$ cat src/rtl/buzzer_tone_seq.sv
// Single-note PWM tone sequencer: latches a note request, derives the tone period
// with a serial divider, then plays a PWM tone for a whole number of milliseconds.
module buzzer_tone_seq #(
  parameter int unsigned CLK_HZ = 100_000_000,
  parameter int          FREQ_W = 20,
  parameter int          DUR_W  = 16,
  parameter int unsigned GAP_MS = 0
) (
  input  logic              clk,
  input  logic              reset,
  input  logic              start,
  input  logic              stop,
  input  logic [FREQ_W-1:0] freq,
  input  logic [7:0]        duty,
  input  logic [DUR_W-1:0]  dur_ms,
  output logic              busy,
  output logic              done,
  output logic              buzzer_out
);

  localparam logic [31:0] MS_CYC   = 32'(CLK_HZ / 1000);
  localparam logic [31:0] DIVIDEND = 32'(CLK_HZ);
  localparam logic [63:0] GAP_CYC  = 64'(GAP_MS) * 64'(CLK_HZ / 1000);
  localparam logic [31:0] GAP_LAST = 32'(GAP_CYC - 64'd1);

  typedef enum logic [1:0] {IDLE, CALC, PLAY, GAP} state_t;

  state_t             state, next_state;
  logic [FREQ_W-1:0]  freq_r;
  logic [7:0]         duty_r;
  logic [DUR_W-1:0]   dur_r;
  logic [31:0]        rem, quo, period, high_time, phase, pre_cnt, gap_cnt;
  logic [4:0]         bit_idx;
  logic [DUR_W-1:0]   ms_cnt;

  logic [32:0] rem_shift;
  logic [31:0] divisor, rem_next, quo_next, period_calc, high_calc;
  logic [39:0] prod;
  logic        fits, calc_last, ms_tick, play_end, gap_end;

  // One restoring-divider step per CALC cycle, MSB of the dividend first.
  always_comb begin
    // NOTE: every always_comb output gets a default first so no path can infer a latch.
    divisor     = 32'(freq_r);
    rem_shift   = {rem, DIVIDEND[5'd31 - bit_idx]};
    fits        = (rem_shift >= {1'b0, divisor});
    rem_next    = fits ? 32'(rem_shift - {1'b0, divisor}) : rem_shift[31:0];
    quo_next    = {quo[30:0], fits};
    period_calc = (quo_next < 32'd2) ? 32'd2 : quo_next;
    prod        = 40'(period_calc) * 40'(duty_r);
    high_calc   = 32'(prod >> 8);
    calc_last   = (bit_idx == 5'd31);
    ms_tick     = (pre_cnt == MS_CYC - 32'd1);
    play_end    = (dur_r == '0) || (ms_tick && (ms_cnt == dur_r - DUR_W'(1)));
    gap_end     = (gap_cnt == GAP_LAST);
  end

  always_comb begin
    next_state = state;
    case (state)
      IDLE: if (start && !stop) next_state = (freq != '0) ? CALC : PLAY;
      CALC: if (stop) next_state = IDLE;
            else if (calc_last) next_state = PLAY;
      PLAY: if (stop) next_state = IDLE;
            else if (play_end) next_state = (GAP_MS == 0) ? IDLE : GAP;
      GAP:  if (stop || gap_end) next_state = IDLE;
      default: next_state = IDLE;
    endcase
  end

  assign busy = (state != IDLE);

  always_ff @(posedge clk or posedge reset) begin
    if (reset) begin
      state      <= IDLE;
      done       <= 1'b0;
      buzzer_out <= 1'b0;
      freq_r     <= '0;
      duty_r     <= '0;
      dur_r      <= '0;
      rem        <= '0;
      quo        <= '0;
      bit_idx    <= '0;
      period     <= '0;
      high_time  <= '0;
      phase      <= '0;
      pre_cnt    <= '0;
      ms_cnt     <= '0;
      gap_cnt    <= '0;
    end else begin
      // NOTE: state registers use non-blocking assignments so every flop samples pre-edge values.
      state      <= next_state;
      done       <= (state == PLAY) && play_end && !stop;
      buzzer_out <= (state == PLAY) && !stop && (freq_r != '0) && (phase < high_time);
      case (state)
        IDLE: begin
          if (start && !stop) begin
            freq_r <= freq;
            duty_r <= duty;
            dur_r  <= dur_ms;
          end
          rem     <= '0;
          quo     <= '0;
          bit_idx <= '0;
          phase   <= '0;
          pre_cnt <= '0;
          ms_cnt  <= '0;
          gap_cnt <= '0;
        end
        CALC: begin
          rem     <= rem_next;
          quo     <= quo_next;
          bit_idx <= bit_idx + 5'd1;
          if (calc_last) begin
            period    <= period_calc;
            high_time <= high_calc;
          end
        end
        PLAY: begin
          phase   <= (phase == period - 32'd1) ? '0 : phase + 32'd1;
          pre_cnt <= ms_tick ? '0 : pre_cnt + 32'd1;
          if (ms_tick) ms_cnt <= ms_cnt + DUR_W'(1);
        end
        GAP: gap_cnt <= gap_cnt + 32'd1;
        default: ;
      endcase
    end
  end

endmodule

$ cat config.mk
export PLATFORM = sky130hd
export DESIGN_NAME = buzzer_tone_seq
export DESIGN_NICKNAME = d
export VERILOG_FILES = /design/src/rtl/buzzer_tone_seq.sv
export SDC_FILE = /design/constraint.sdc
export NUM_CORES = 1
export LEC_CHECK = 0
export BUFFER_PORTS_ARGS = -buffer_cell sky130_fd_sc_hd__buf_2
export CORE_MARGIN = 3
export CORE_UTILIZATION = 59
export CTS_BUF_LIST = sky130_fd_sc_hd__clkbuf_8 sky130_fd_sc_hd__clkbuf_16
export CTS_CLUSTER_SIZE = 24
export DETAILED_ROUTE_END_ITERATION = 16
export PLACE_DENSITY = 0.76
export SYNTH_ARGS = -nofsm -noshare
export SYNTH_HDL_FRONTEND = slang
export SYNTH_SLANG_ARGS = --single-unit
$ cat constraint.sdc
create_clock -name clk -period 18 [get_ports clk]
set_input_delay 3.6 -clock clk [delete_from_list [all_inputs] [get_ports clk]]
set_output_delay 3.6 -clock clk [all_outputs]
set_load 0.01 [all_outputs]
# == After elaboration in Yosys (flattened, before gate mapping) ==
# Memories as Yosys holds them, arrays and structs flattened.
# Index checks and enable logic that the tools add are counted.
# word_totals
regBits,292
latch_bits,0
ram_bits,0
mem_bits_ro,32
output_inout_bits,3
word_cells,86
memories,1
# op_classes
add_sub_neg,9
mul,1
n_div,0
order_cmp,4
eq_ne,13
n_shift,0
mux,21
bitwise_logic,0
n_reduce_logical,22
# mem_list
memory,words,width,read_ports,rd_clocked_by_memory_dff,wr,line,rtl
(no name shown),32,1,1,0,0,45,"rem_shift = {rem, DIVIDEND[5'd31 - bit_idx]};"
# ops
op,count
case mux 32 bit (2 select lines),4
2-to-1 mux 32 bit,4
adder 32 x 1 -> 32 bit (second input constant),3
case mux 31 bit (2 select lines),1
multiplier 32 x 8 -> 40 bit,1
nonzero test 20 bit,2
greater-or-equal comparator 33 x 20 -> 1 bit,1
== test 32 x 17 -> 1 bit (second input constant),1
== test 32 bit,1
== test 32 bit (second input constant),1
< comparator 32 x 2 -> 1 bit (second input constant),1
< comparator 32 bit,1
case mux 16 bit (2 select lines),1
subtractor 32 x 1 -> 32 bit (second input constant),1
subtractor 32 x 20 -> 32 bit,1
adder 16 x 1 -> 16 bit (second input constant),1
== test 16 bit,1
zero test 16 bit,1
2-to-1 mux 16 bit,1
subtractor 16 x 1 -> 16 bit (second input constant),1
2-to-1 mux 2 bit,7
case mux 5 bit (2 select lines),1
case mux 2 bit (4 select lines),1
nonzero test 2 bit,4
15 further kinds,28

# == Logic depth before layout (Yosys ltp) ==
# logic_depth
word_depth,7
ltp_mapped,31

# == Least setup slack after synthesis ==
# Ideal clock, no wire load.
# synth_path
kind,reg2reg
startpoint,register bit_idx[0]
endpoint,register high_time[29]
arrival_ns,7.570
required_ns,17.869
setup_slack_ns,10.299
path_stages_with_launch,31
n_path_buf,2
path_cell_list,dfrtp_1 > ha_1 > nand2b_1 > mux2i_1 > o21ai_0 > ha_1 > nor2b_1 > o21ai_0 > a2111oi_2 > o31ai_1 > and2_1 > clkbuf_1 > clkbuf_1 > nor2_1 > nand2_1 > fa_1 > fa_1 > fa_1 > fa_1 > inv_1 > ha_1 > and3_1 > and3_2 > a21oi_1 > o21ai_0 > a32o_1 > or4_4 > a221oi_4 > o31ai_2 > nor4bb_1 > or3_1
# synth_between
elab_chain_cells,7
# synth_lines
item,line,rtl
from (decl),33,logic [4:0] bit_idx;
from (signal assigned),113,bit_idx <= bit_idx + 5'd1;
subtractor 5 bit,45,
memory read (32 x 1 bit),-,
2-to-1 mux 1 bit (implied by the code),45,
greater-or-equal comparator 33 x 20 -> 1 bit,46,"fits = (rem_shift >= {1'b0, divisor});"
< comparator 32 x 2 -> 1 bit,49,period_calc = (quo_next < 32'd2) ? 32'd2 : quo_next;
2-to-1 mux 32 bit,49,
multiplier 32 x 8 -> 40 bit,50,prod = 40'(period_calc) * 40'(duty_r);
to (signal assigned),116,high_time <= high_calc;
to (decl),32,"logic [31:0] rem, quo, period, high_time, phase, pre_cnt, gap_cnt;"
# Several ways; a longest one is shown, not always the timed one. The select of a mux whose other input is x is not followed.
# A chain may end at the register's enable or synchronous reset.

# == Worst setup path in the final report ==
# Ends and elaborated chain as after synthesis.

==> flow_summary.ini <==
[run_status]
status = complete, no violations

[sta]
setup_viol = 0
tightest_slew_ps = 1180
maxSlewViolCount = 0
layout_min_cycle_time_ps = 8470
setup_ws_ps = 9530
setup_tns_ps = 0
fin_crit_sh_pct = 47.0
hold_viol_final = 0
rsz0062_at_grt = false
fmaxAchievable_mhz = 118
slew_headroom_pct = 21.6
fin_skew_ps = 22.0

[critical_path]
r2r_start = bit_idx[0]
criticalPathCategory = flip-flop to flip-flop
slowest_stage = a2111oi_2
path_max_fanout = 6
crit_top_cell = fa_1
endpoint_kind = flip-flop
crit_start = bit_idx[0]
slowest_delay_ps = 680
cp.required_ps = 18440
start_kind = flip-flop
cp.arrival_ps = 8900

[clocking]
cts_buffers = 35
root_buffer = clkbuf_16
cts.sinks = 292
htreeDepth = 2
cts_resized = 0
tritoncts = done
postCtsSetupRepairBufs = 0
cts_hold_buf = 0
clock_latency_ps = 570
clk_path_buf_depth = 3
cts.clk_slew.worst_paths_ps = 60

[route]
drc = 0
num_vias = 19800
detail_route.vias_per_cell = 5.99
wirelength_mm = 58.8
ant_nets = 0
dr.pass1.iters = 6
route.detailed.wl_per_inst_microns = 17.8
drt-initial-drc-count = 1594

[synthesis]
synthArstFlopShare_pct = 100
ys_seq_area_share_pct = 29.7
synth_top_flop_cell = dfrtp_1
synth_top_area_share_pct = 29.7
synth_top_area_cell = dfrtp_1
synth_most_common_cell = nand2_1
avgSynthCellArea_sq_um = 8.81
syn_area_sq_mm = 0.0246
synthTopCellsByCount = nand2_1 (442), dfrtp_1 (292), inv_1 (261)
synth-edff-count = 0
ys.warnings.count = 0
synthCells = 2796
ys_seq_elements = 292
synth_cell_types = 95
synthTopCellsByArea = dfrtp_1 (30%), fa_1 (15%), nand2_1 (6.7%)
synth_fp_nets = 3145

[run]
drv_cap = 0

[finish]
num_antenna_cells = 0
final_cells = 3309
nets = 3106
fillers = 3395
drive_gt1_share_pct = 8.82
multi_input_area_sq_mm = 0.0157
area_growth_pct = 6.20
regArea_sq_mm = 0.00731
final_area_sq_mm = 0.0262

[pwr]
p_sw_share_pct = 42.7
powerDensity_mw_per_mm2 = 102
p_int_uw = 1520
total_power_uw = 2660
power_frac_comb_pct = 41.3
vdd_ir_drop_max_uv = 124
pwr-share-seq_pct = 33.2
p_leak_uw = 0.0124
p_switching_uw = 1130
pwr-share-clk_pct = 25.4

[die]
die-area_sq_mm = 0.0442
ios = 51
core_sq_mm = 0.0410
rows = 74
initial_utilization_pct = 60.1
die_width_microns = 210
die_h_microns = 210

[hold_path]
worstHoldStart = high_time[20]
hold_class = flip-flop to flip-flop

[global_route]
antenna_found_initial = 1
grt_pass1_wl_mm = 99.8
grt_pass1_vias = 20300
grt_max_degree = 139
grt.overflow.total = 0
grt_use_total_pct = 27.3

[placed_design]
pre_cts_ws_ps = 9620
gp_congestion = 0.913
place_area_sq_mm = 0.0251
dp_hpwl_mm = 42.5
io_buffers = 50
dp.cells = 3252
==> final cells by class <==
cell class	instances	share of cell area [%]
multi-input combinational	2098	60.2
sequential	292	27.9
inverter	262	3.79
clock buffer	40	3.61
tap	532	2.54
timing repair buffer	68	1.47
clock inverter	17	0.493
==> cells by family (layout without fill, tap and decap cells) <==
group	Yosys count	count (layout)	share of synthesized area [%]
and+or+nand+nor	1021	1021	20.3
buffers and inverters	406	387	6.51
DFF	292	292	29.7
muxes	90	90	4.05
AOI/OAI and AO/OA	529	529	13.1
adders and majority gates	301	301	20.8
xor gates and xnor gates	157	157	5.58
==> power by group through the flow <==
stage	logic (uW)	registers (uW)	clock network [uW]
floorplan	881	812	0
global placement	1060	885	0
detailed placement	1090	892	0
CTS	1100	882	692
global route	1240	899	718
finish	1100	884	676
==> sequential cells by signal (all words and copies together) (netlist names) <==
signal / count
quo: 31
state: 2
buzzer_out: 1
done: 1
duty_r: 8
high_time: 32
period: 32
gap_cnt: 32
phase: 32
rem: 32
dur_r: 16
freq_r: 20
pre_cnt: 32
bit_idx: 5
ms_cnt: 16
==> cell usage in the layout (no fill, tap or decap), types with 50 or more instances in the layout <==
cell type,count
nand3_1,69
nor2_1,123
and2_1,107
buf_2,50
a21oi_1,124
o21ai_0,191
ha_1,120
fa_1,180
nand2_1,442
xnor2_1,80
inv_1,265
dfrtp_1,292
xor2_1,77
mux2_2,78
==> metrics by stage <==
step	util, %	hold slack, ps
after floorplan	-	449
after global placement	61.2	463
after detailed placement	61.2	471
after CTS	63.8	484
after global routing	63.8	505
final	63.8	484
==> metal layers <==
metal  wire (microns)  vias up  GRT usage [%]
met5               13        -              0
met4             1880        2           10.4
met3             3350      110           3.72
met2            27700      568           44.9
met1            25800     9805           37.3
li1                 -     9335              -
==> final timing paths <==
check	cells past startpoint	slack, ps	end
max	28	9530	high_time[29]
min	2	480	high_time[20]
max reg2reg	28	9530	high_time[29]
min reg2reg	2	480	high_time[20]
max in group asynchronous	3	13140	phase[27]
min in group asynchronous	2	3240	gap_cnt[12]
==> worst max-delay path: cells and delay by family (launching register included) <==
kind	cells	cell delay, ps
DFF	1	430
adders and majority gates	7	2960
AOI/OAI and AO/OA	10	2500
buffers and inverters	1	50
and+or+nand+nor	10	2370
No activity file was read; power rests on OpenSTA's default activity.
